===== config.mk =====
export PLATFORM = sky130hd
export DESIGN_NAME = quadrature_emitter_flat
export DESIGN_NICKNAME = d
export VERILOG_FILES = /design/src/rtl/quadrature_emitter_if.sv /design/src/rtl/quadrature_emitter.sv /design/src/flat_wrapper.sv
export SDC_FILE = /design/constraint.sdc
export NUM_CORES = 1
export LEC_CHECK = 0
export CAP_MARGIN = 20
export CORE_ASPECT_RATIO = 1.25
export CORE_MARGIN = 2
export CORE_UTILIZATION = 55
export DETAILED_ROUTE_END_ITERATION = 8
export GPL_ROUTABILITY_DRIVEN = 0
export PLACE_DENSITY = 0.77
export SYNTH_ARGS = -nofsm -noshare
export SYNTH_HDL_FRONTEND = slang
export SYNTH_SLANG_ARGS = --single-unit

===== constraint.sdc =====
create_clock -name clk -period 2.45 [get_ports clk]
set_clock_uncertainty 0.1 [all_clocks]
set_input_delay 0.3675 -clock clk [delete_from_list [all_inputs] [get_ports clk]]
set_output_delay 0.3675 -clock clk [all_outputs]
set_load 0.01 [all_outputs]

===== src/rtl/quadrature_emitter_if.sv =====
// quadrature_emitter_if: command handshake and abort request for the quadrature emitter
interface quadrature_emitter_if #(parameter int COUNT_W = 8);
  logic               cmd_valid;
  logic               cmd_ready;
  logic               cmd_dir;
  logic [COUNT_W-1:0] cmd_count;
  logic               abort;
  modport master (output cmd_valid, cmd_dir, cmd_count, abort, input cmd_ready);
  modport slave (input cmd_valid, cmd_dir, cmd_count, abort, output cmd_ready);
endinterface


===== src/rtl/quadrature_emitter.sv =====
// quadrature_emitter: drives encA/encB like a rotary encoder turned a commanded number of detents
module quadrature_emitter #(
  parameter int PHASE_CYCLES = 16,
  parameter int COUNT_W = 8
) (
  input  logic                 clk,
  input  logic                 reset,
  input  logic                 en,
  quadrature_emitter_if.slave  bus,
  output logic                 encA,
  output logic                 encB,
  output logic                 busy,
  output logic                 done
);
  typedef enum logic {IDLE, RUN} state_t;
  state_t             r_state;
  logic               r_dir;
  logic               r_abort_pend;
  logic               r_enc_a;
  logic               r_enc_b;
  logic               r_ready;
  logic               r_busy;
  logic               r_done;
  logic [COUNT_W-1:0] r_remaining;
  logic [1:0]         r_phase;
  logic [15:0]        r_dwell;
  logic [1:0]         w_next_phase;
  logic               w_expire;
  logic               w_last;
  // Up walks 01,11,10,00; down is the same walk with A and B swapped.
  function automatic logic [1:0] ab_of(input logic dir, input logic [1:0] ph);
    return dir ? {ph[1] ^ ph[0], ~ph[1]} : {~ph[1], ph[1] ^ ph[0]};
  endfunction
  assign w_next_phase  = r_phase + 2'd1;
  assign w_expire      = en && (r_dwell == 16'(PHASE_CYCLES - 1));
  assign w_last        = r_phase == 2'd3;
  assign encA          = r_enc_a;
  assign encB          = r_enc_b;
  assign busy          = r_busy;
  assign done          = r_done;
  assign bus.cmd_ready = r_ready;
  always_ff @(posedge clk) begin
    if (!reset) begin
      r_state      <= IDLE;
      r_dir        <= 1'b0;
      r_enc_a      <= 1'b0;
      r_enc_b      <= 1'b0;
      r_ready      <= 1'b1;
      r_busy       <= 1'b0;
      r_done       <= 1'b0;
      r_remaining  <= '0;
      r_phase      <= '0;
      r_dwell      <= '0;
      r_abort_pend <= 1'b0;
    end else begin
      r_done <= 1'b0;
      if (r_state == IDLE) begin
        if (bus.cmd_valid && r_ready) begin
          if (bus.cmd_count == '0) begin
            r_done <= 1'b1;
          end else begin
            r_state              <= RUN;
            r_dir                <= bus.cmd_dir;
            r_remaining          <= bus.cmd_count;
            r_phase              <= 2'd0;
            r_dwell              <= '0;
            {r_enc_a, r_enc_b}   <= ab_of(bus.cmd_dir, 2'd0);
            r_ready              <= 1'b0;
            r_busy               <= 1'b1;
          end
        end
      end else begin
        if (bus.abort) r_abort_pend <= 1'b1;
        if (en) r_dwell <= w_expire ? '0 : r_dwell + 16'd1;
        if (w_expire) begin
          r_phase            <= w_next_phase;
          {r_enc_a, r_enc_b} <= ab_of(r_dir, w_next_phase);
          // Exit is decided before reload, so remaining never wraps below one.
          if (w_last) begin
            r_remaining <= r_remaining - COUNT_W'(1);
            if (r_remaining == COUNT_W'(1) || r_abort_pend) begin
              r_state            <= IDLE;
              {r_enc_a, r_enc_b} <= 2'b00;
              r_ready            <= 1'b1;
              r_busy             <= 1'b0;
              r_done             <= 1'b1;
              r_abort_pend       <= 1'b0;
            end
          end
        end
      end
    end
  end
endmodule


===== src/flat_wrapper.sv =====
// flat-port wrapper written by rule: the top's interface ports become plain ports
module quadrature_emitter_flat 
#(
  parameter int PHASE_CYCLES = 16,
  parameter int COUNT_W = 8
)
  (clk, reset, en, encA, encB, busy, done, bus_cmd_valid, bus_cmd_dir, bus_cmd_count, bus_abort, bus_cmd_ready);
  quadrature_emitter_if #(.COUNT_W(COUNT_W)) bus_i ();
  input  logic clk;
  input  logic reset;
  input  logic en;
  output logic encA;
  output logic encB;
  output logic busy;
  output logic done;
  input wire logic [$bits(bus_i.cmd_valid)-1:0] bus_cmd_valid;
  input wire logic [$bits(bus_i.cmd_dir)-1:0] bus_cmd_dir;
  input wire logic [$bits(bus_i.cmd_count)-1:0] bus_cmd_count;
  input wire logic [$bits(bus_i.abort)-1:0] bus_abort;
  output wire logic [$bits(bus_i.cmd_ready)-1:0] bus_cmd_ready;
  assign bus_i.cmd_valid = bus_cmd_valid;
  assign bus_i.cmd_dir = bus_cmd_dir;
  assign bus_i.cmd_count = bus_cmd_count;
  assign bus_i.abort = bus_abort;
  assign bus_cmd_ready = bus_i.cmd_ready;
  quadrature_emitter #(.PHASE_CYCLES(PHASE_CYCLES), .COUNT_W(COUNT_W)) u_core (.clk(clk), .reset(reset), .en(en), .bus(bus_i), .encA(encA), .encB(encB), .busy(busy), .done(done));
endmodule

# Word level (Yosys, flattened, before mapping)
# Cells that the tools add are included.
# op_classes
add_sub_neg	3
n_eq_ne	8
mux	56
n_bitwise	4
n_reduce_logical	10
# ops
operator	n
$mux W16	5
$mux W1	40
$mux W8	5
$add A16 B1 Y16 const B	1
$eq A16 B4 Y1 const B	1
$mux W2	6
$reduce_and A3 Y1	3
$eq A8 B1 Y1 const B	1
$logic_not A8 Y1	1
$ne A2 B2 Y1 const B	4
$sub A8 B1 Y8 const B	1
$reduce_and A5 Y1	1
$reduce_and A4 Y1	1
$not A1 Y1	3
$add A2 B1 Y2 const B	1
$eq A2 B2 Y1 const B	1
$logic_and A1 B1 Y1	2
$ne A2 B1 Y1 const B	1
$reduce_bool A2 Y1	1
$logic_or A1 B1 Y1	1
$xor A1 B1 Y1	1
# word_totals
ff_bits	34
input_bits	14
out_inout_bits	5
wordCells	92

# Depth between registers and ports, before layout
# Gate-level depths: netlist of the first run.
# logic_depth
depth_word	7
depth_mapped	7

# Least setup slack after synthesis of the first run
# No wires, ideal clock.
# synth_path
kind	reg2reg
startpoint	register u_core.r_dwell[0]
endpoint	register u_core.r_remaining[5]
arrival_ps	1557
required_ps	2215
slack_ps	658
path_stages_with_launch	8
path_cell_list	dfxtp_1 -> ha_1 -> nand3_2 -> nor4_4 -> a31oi_4 -> buf_6 -> a21oi_1 -> o32ai_2
# synth_via
elab_chain_cells	4
# synth_rtl
element	line	rtl
from (decl)	quadrature_emitter.sv:26	logic [15:0] r_dwell;
from (signal assigned)	quadrature_emitter.sv:74	if (en) r_dwell <= w_expire ? '0 : r_dwell + 16'd1;
$eq A16 B4 Y1	quadrature_emitter.sv:35	assign w_expire = en && (r_dwell == 16'(PHASE_CYCLES - 1));
$logic_and A1 B1 Y1	quadrature_emitter.sv:35	
$ne A2 B2 Y1 (no line)	-	
$reduce_and A4 Y1 (no line)	-	
to (signal assigned)	quadrature_emitter.sv:64	r_remaining <= bus.cmd_count;
to (signal assigned)	quadrature_emitter.sv:80	r_remaining <= r_remaining - COUNT_W'(1);
to (decl)	quadrature_emitter.sv:24	logic [COUNT_W-1:0] r_remaining;
# No other way between the ends.
# A chain may end at the register's enable or synchronous reset.

# Final worst setup path of the first run
# layout_path
startpoint	register u_core.r_state
endpoint	register u_core.r_dwell[11]
# layout_via
elab_chain_cells	2
elab_cells_between_ends	5
classes_between	2 x eq/ne; 1 x mux; 2 x reduce/logical
# layout_rtl
element	line	rtl
from (decl)	quadrature_emitter.sv:16	state_t r_state;
from (signal assigned)	quadrature_emitter.sv:44	r_state <= IDLE;
from (signal assigned)	quadrature_emitter.sv:62	r_state <= RUN;
from (signal assigned)	quadrature_emitter.sv:82	r_state <= IDLE;
$ne A2 B1 Y1 (no line) (tied with other cells)	-	
$reduce_and A3 Y1 (no line)	-	
# Several ways; a longest one is shown, not always the timed one.

==> results by group, run 1 <==
Run status
  • Status: finished clean

Yosys
  • Syn Inst Count: 219
  • Commonest cells post-synth: 34 x dfxtp_1, 25 x nor2_1, 23 x nand2_1
  • Ys flop type: dfxtp_1
  • Synth area leaders: dfxtp_1 35%, xnor2_1 6.2%, nor2_1 4.8%
  • Yosys warns: 0
  • Sequential share of the synthesized area: 34.6%
  • EDFF count, synth: 0
  • Top-count cell post-synth: dfxtp_1
  • Register bit count reported by yosys: 34
  • Syn Area/Cell: 8.98 µm²
  • Mapped Nets: 237
  • Async SR Flop Fraction: 0%
  • Unique masters post-synth: 50
  • Top-area cell type share of the netlist area: 34.6%
  • Cell accounting for the most synthesized area: dfxtp_1
  • Mapped Area: 1970 µm²

Global routing
  • Total track usage: 23.6%
  • First-pass GRT wire length: 7450 µm
  • Vias in the first global route: 1669
  • Largest net degree at the start of global routing: 20
  • Global route overflow: 0
  • Antenna violations before repair: 0

Final layout
  • Biggest register: u_core.r_dwell
  • Largest register FFs: 16
  • Area growth syn-to-layout: 17.9%
  • Fin nets: 259
  • Layout cells sized above 1: 16.1%
  • Regs by FF count: u_core.r_dwell x16, u_core.r_remaining x8, u_core.r_phase x2
  • Inserted Diodes: 0

Floorplan
  • Die Width: 57.5 µm
  • DIE AREA: 4070 µm²
  • IO Pins: 19
  • Overall die height: 70.9 µm
  • Row cnt: 24
  • Initial Util: 57.0%
  • Core area: 3450 µm²

Power and ir drop
  • Max VDD drop: 600 µV
  • Leak: 0.790 nW
  • Cell-internal power: 1.00 mW
  • Power per cell area: 595 nW/µm²
  • Logic gate share of total power: 18.6%
  • Psw: 0.377 mW
  • Clock power frac: 37.1%
  • Net Sw Frac: 27.3%
  • Part of the power in registers: 44.2%

STA
  • Setup ws final: 396 ps
  • Total Neg Setup Slack: 0 ps
  • Fin crit period: 2050 ps
  • Final-report hold violation count: 0
  • Fmax: 0.487 GHz
  • Final setup fails: 0
  • RSZ-0062 raised after global routing: false
  • Least-Margin Pin Slew: 469 ps
  • Slew HR: 68.5%
  • Fin. max-slew vios: 0
  • Tcrit/Tclk final: 83.9%

Clock network
  • Root buf cell: clkbuf_8
  • CTS sink cnt: 34
  • CTS tree: built
  • Resize count post-CTS: 0
  • Post-CTS setup buffer count: 0
  • Hold-fix buffers, CTS: 0
  • CTS H-Tree Depth: 2
  • Longest Clk Path Bufs: 2
  • Clock-pin slew on the worst setup and hold paths: 70 ps
  • Worst skew pair latency: 300 ps
  • Inserted Clock Buffers: 5

Place
  • Dpl hpwl: 3030 µm
  • Post-placement setup slack: 95.3 ps
  • Port Buf Inserts: 18

Worst setup path
  • Critical Path Sink: u_core.r_dwell[11]$_SDFFE_PN0P_
  • CP Class: register to register
  • Critical Path Start: u_core.r_state$_SDFF_PN0_
  • Worst EP arrival: 2130 ps
  • R2r setup slk: 400 ps
  • Required time of the critical path: 2520 ps
  • Crit. End Element: register
  • RR Endpoint: u_core.r_dwell[11]$_SDFFE_PN0P_
  • Worst r2r path cells: 5
  • Startpoint Class: register
  • Worst-path fanout max: 14
  • R2R Path Start: u_core.r_state$_SDFF_PN0_

Hold path
  • Type of the worst min-delay path: register to register

Drt
  • Iter 0 DRT Violations: 103
  • ANT nets after route: 0
  • Final wirelength: 4260 µm
  • Routed length per instance: 15.2 µm
  • Vias per cell: 6.06
  • # DRC: 0
  • Via count: 1704
  • 1st-pass router iterations: 4

Run
  • Max-cap violations: 0
-- how the worst min path moves through the flow --
stage,startpoint,end,slack (ps),depth (start not counted)
6_report,u_core.r_abort_pend$_SDFFE_PN0P_,u_core.r_abort_pend$_SDFFE_PN0P_,380,2
5_1_grt,u_core.r_remaining[5]$_SDFFE_PN0P_,u_core.r_remaining[5]$_SDFFE_PN0P_,410,2
4_1_cts,u_core.r_abort_pend$_SDFFE_PN0P_,u_core.r_abort_pend$_SDFFE_PN0P_,380,2
3_5_place_dp,u_core.r_abort_pend$_SDFFE_PN0P_,u_core.r_abort_pend$_SDFFE_PN0P_,360,2
3_3_place_gp,u_core.r_abort_pend$_SDFFE_PN0P_,u_core.r_abort_pend$_SDFFE_PN0P_,350,2
2_1_floorplan,u_core.r_abort_pend$_SDFFE_PN0P_,u_core.r_abort_pend$_SDFFE_PN0P_,340,2
-- metal layers --
metal / wire length, µm / vias up / GRT usage, %
met4: 84 / 0 / 11.4
met5: 0 / - / 0
li1: - / 836 / -
met1: 1750 / 807 / 26.8
met2: 2200 / 54 / 40.5
met3: 222 / 7 / 6.03
-- cells by family after synthesis --
kind of cell	count (synthesis)	synth area share (%)
multiplexers	4	2.10
adder cells (fa/ha/maj)	4	2.54
XOR/XNOR	16	7.12
AND/OR/NAND/NOR	88	26.7
flip-flops	34	34.6
buffers and inverters	18	4.52
AO/OA/AOI/OAI	55	22.4
-- layout by cell type (no fill, tap or decap), types with 3 or more instances in the layout --
cell type and count:
o21ai_0 4, ha_1 4, nor4_4 3, a211oi_1 4, clkbuf_8 5, dfxtp_1 34
nor2b_1 7, a211oi_2 3, mux2i_1 3, and4_1 3, clkdlybuf4s50_1 18, buf_4 8
a2111oi_2 5, nand4_1 4, xnor2_1 14, nand2_1 23, a31oi_1 5, nand3_2 3
nand3_1 3, a21oi_1 14, nor2_1 25, o22ai_1 3, inv_1 6, o21ai_1 4
-- power groups by stage --
stage / registers, mW / logic [mW] / clock network [mW]
finish: 0.610 / 0.257 / 0.512
global placement: 0.621 / 0.253 / 0
floorplan: 0.615 / 0.171 / 0
detailed placement: 0.622 / 0.257 / 0
global route: 0.612 / 0.286 / 0.550
CTS: 0.609 / 0.258 / 0.526
-- final cells by class --
type,count,area (µm²)
multi-input combinational,167,1200
clock inverter,3,40.0
sequential,34,681
inverter,6,22.5
tap,39,48.8
timing repair buffer,27,260
fill,280,1130
clock buffer,5,68.8
-- metrics by stage --
| step | power, mW | cells | area, µm² | hold slack [ps] | utilization [%] |
|---|---|---|---|---|---|
| global route | 1.45 | 281 | 2320 | 414 | 67.1 |
| finish | 1.38 | 281 | 2320 | 380 | 67.1 |
| detailed placement | 0.878 | 273 | 2210 | 362 | 64.0 |
| floorplan | 0.786 | 219 | 1970 | 337 | - |
| CTS | 1.39 | 281 | 2320 | 381 | 67.1 |
| global placement | 0.874 | 273 | 2210 | 351 | 64.0 |
-- worst max-delay path, stage by stage, from the launching register on --
cell	delay (ps)
dfxtp_1	600
nand2_1	330
buf_4	260
a2111oi_2	410
xnor2_1	170
nor2_1	50
Note: power is estimated with default switching activity, not from simulation.
==> run 2: changes to the inputs <==
--- a/config.mk
+++ b/config.mk
@@ -8,10 +8,10 @@
 export CAP_MARGIN = 20
 export CORE_ASPECT_RATIO = 1.25
 export CORE_MARGIN = 2
-export CORE_UTILIZATION = 55
+export CORE_UTILIZATION = 51
 export DETAILED_ROUTE_END_ITERATION = 8
 export GPL_ROUTABILITY_DRIVEN = 0
-export PLACE_DENSITY = 0.77
+export PLACE_DENSITY = 0.75
 export SYNTH_ARGS = -nofsm -noshare
 export SYNTH_HDL_FRONTEND = slang
 export SYNTH_SLANG_ARGS = --single-unit
==> constraint.sdc (replaced) <==
create_clock -name clk -period 1.78 [get_ports clk]
set_clock_uncertainty 0.1 [all_clocks]
set_input_delay 0.267 -clock clk [delete_from_list [all_inputs] [get_ports clk]]
set_output_delay 0.267 -clock clk [all_outputs]
set_load 0.01 [all_outputs]
==> results by group, run 2 (same netlist as run 1, synthesis figures left out) <==
Run status
  • Status: finished, violations left
  • Failing checks: negative setup slack

Clock network
  • Root buf cell: clkbuf_8
  • Clock-pin slew on the worst setup and hold paths: 70 ps (about the same)
  • CTS sink cnt: 34 (unchanged)
  • CTS H-Tree Depth: 2 (unchanged)
  • Longest Clk Path Bufs: 2 (unchanged)
  • CTS tree: built
  • Worst skew pair latency: 290 ps (about the same)
  • Inserted Clock Buffers: 5 (unchanged)

Power and ir drop
  • Cell-internal power: 1.35 mW (+35%)
  • Leak: 1.03 nW (+30%)
  • Net Sw Frac: 30.8% (+3.4 points)
  • Power per cell area: 687 nW/µm² (+16%)
  • Logic gate share of total power: 25.5% (+6.9 points)
  • Clock power frac: 31.6% (-5.5 points)
  • Max VDD drop: 458 µV (-24%)
  • Part of the power in registers: 42.8% (-1.4 points)
  • Psw: 0.602 mW (+60%)

Final layout
  • Fin nets: 295 (+14%)
  • Largest register FFs: 16 (unchanged)
  • Layout cells sized above 1: 36.3% (+20 points)
  • Most common cell after layout, fill and taps aside: buf_4
  • Fillers: 271 (-3.2%)
  • Layout Cells excl Fill: 318 (+13%)
  • Footprint of the multi-input gates: 1440 µm² (+20%)
  • Storage cell area: 687 µm² (+0.92%)
  • Regs by FF count: u_core.r_dwell x16, u_core.r_remaining x8, u_core.r_phase x2
  • Biggest register: u_core.r_dwell
  • Inserted Diodes: 0 (unchanged)
  • Area growth syn-to-layout: 44.5%
  • Most frequent cells in the layout: 38 x buf_4, 29 x dfxtp_1, 22 x nand2_1, 22 x nor2_1, 14 x xnor2_1

STA
  • Fmax: 0.557 GHz (+14%)
  • Least-Margin Pin Slew: 487 ps (+18.0 ps)
  • Fin. max-slew vios: 0 (unchanged)
  • Final setup fails: 3 (+3)
  • Slew HR: 67.5% (-1.0 points)
  • Fin crit period: 1790 ps (-260 ps)
  • Fin Hold WS: 334 ps (-46.7 ps)
  • Setup ws final: -14.3 ps (-410 ps)
  • Final-report hold violation count: 0 (unchanged)
  • Tcrit/Tclk final: 101% (+17 points)
  • RSZ-0062 raised after global routing: true

Floorplan
  • Die Width: 59.5 µm (+3.6%)
  • Initial Util: 52.4% (-4.6 points)
  • Core area: 3750 µm² (+8.7%)
  • DIE AREA: 4370 µm² (+7.3%)
  • Overall die height: 73.4 µm (+3.6%)
  • IO Pins: 19 (unchanged)
  • Row cnt: 25 (+4.2%)

Drt
  • ANT nets after route: 0 (unchanged)
  • Vias per cell: 5.92 (-2.4%)
  • Via count: 1883 (+11%)
  • Final wirelength: 5560 µm (+31%)
  • Routed length per instance: 17.5 µm (+15%)
  • 1st-pass router iterations: 5 (+1)
  • Iter 0 DRT Violations: 131 (+27%)
  • # DRC: 0 (unchanged)

Worst setup path
  • Critical Path Start: u_core.r_dwell[11]$_SDFFE_PN0P_
  • Crit-path cells: nor4_2, and4b_2, nand3_4, o21ai_2, buf_6, nor2_2
  • R2R Path Start: u_core.r_dwell[11]$_SDFFE_PN0P_
  • Worst-path fanout max: 7 (-7)
  • Slowest cell on crit path: and4b_2
  • CP delay by family, top: simple AND/OR/NAND/NOR gates
  • Crit. End Element: register
  • Worst EP arrival: 1890 ps (-240 ps)
  • Required time of the critical path: 1870 ps (-650 ps)
  • Critical Path Max Stage Delay: 430 ps (-170 ps)
  • CP Class: register to register
  • WP buf/inv: 1 (unchanged)
  • Startpoint Class: register

Global routing
  • Vias in the first global route: 1870 (+12%)
  • Total track usage: 26.3% (+2.7 points)
  • Antenna violations before repair: 0 (unchanged)
  • Global route overflow: 0 (unchanged)
  • First-pass GRT wire length: 8550 µm (+15%)
  • Largest net degree at the start of global routing: 15 (-25%)

Run
  • Max-cap violations: 0 (unchanged)

Place
  • Dpl hpwl: 3640 µm (+20%)
  • Placed insts: 305 (+12%)
  • Port Buf Inserts: 18 (unchanged)

Hold path
  • Type of the worst min-delay path: input pin to register
  • Min-delay src: bus_cmd_count[2]
-- run 2: changes by cell type in the layout (fill, tap and decap cells not counted), moves of 5 or more --
cell / previous run / this run
buf_4: 8 / 38
a2111oi_4: 0 / 5
dfxtp_2: 0 / 5
dfxtp_1: 34 / 29
a2111oi_2: 5 / 0
clkdlybuf4s50_1: 18 / 9
dlygate4sd2_1: 0 / 7
-- run 2: worst min-delay path: stages --
cell and delay, ps:
dlymetal6s2s_1 170, nand2_1 80, o21a_1 110, a21oi_1 50
-- run 2: path summary, 6_finish.rpt --
path | end | slack (ps) | depth (start not counted)
min reg2reg | u_core.r_dir$_SDFFE_PN0P_ | 410 | 2
max reg2reg | u_core.busy$_SDFFE_PN0P_ | -10 | 6
max | u_core.busy$_SDFFE_PN0P_ | -10 | 6
min | u_core.r_remaining[2]$_SDFFE_PN0P_ | 330 | 4
-- run 2: per-layer routing --
| layer | vias to the layer above | GRT usage (%) | wire length, µm |
|---|---|---|---|
| met3 | 8 | 4.58 | 142 |
| met4 | 0 | 10.1 | 77 |
| li1 | 916 | - | - |
| met1 | 925 | 26.8 | 2170 |
| met5 | - | 0 | 0 |
| met2 | 34 | 51.2 | 3170 |
-- run 2: stage by stage --
stage / worst slack, ps / util (%) / setup TNS (ps) / power, mW / area, µm²
final: -14.3 / 75.7 / -36.2 / 1.95 / 2840
after detailed placement: -425 / 66.1 / -9780 / 1.27 / 2480
after global routing: -55.2 / 75.7 / -415 / 2.03 / 2840
after global placement: -342 / 66.1 / -8220 / 1.26 / 2480
after floorplan: 3.71 / - / 0 / 1.09 / 2010
after CTS: -15.5 / 73.2 / -46.4 / 1.93 / 2750
-- run 2: cell type report --
| class | count | area share, % |
|---|---|---|
| clock buffers | 6 | 2.90 |
| well taps | 40 | 1.76 |
| inverters | 6 | 0.792 |
| repair buffers | 61 | 19.3 |
| clock inverters | 2 | 0.440 |
| flip-flops and latches | 34 | 24.2 |
| multi-input cells | 169 | 50.7 |
-- run 2: what timing repair did --
item,CTS,global route
hold buffers,0,0
pin swaps,6,17
cloned,3,0
resized for setup,23,22
buffers inserted,1,1
setup endpoints to repair,28,30
-- run 2: power by group through the flow --
stage                     combinational (mW)  clock (mW)  sequential (mW)
after floorplan                        0.245           0            0.850
after global placement                 0.410           0            0.849
after detailed placement               0.418           0            0.850
after CTS                              0.465       0.627            0.833
after global routing                   0.533       0.656            0.840
final                                  0.499       0.618            0.837
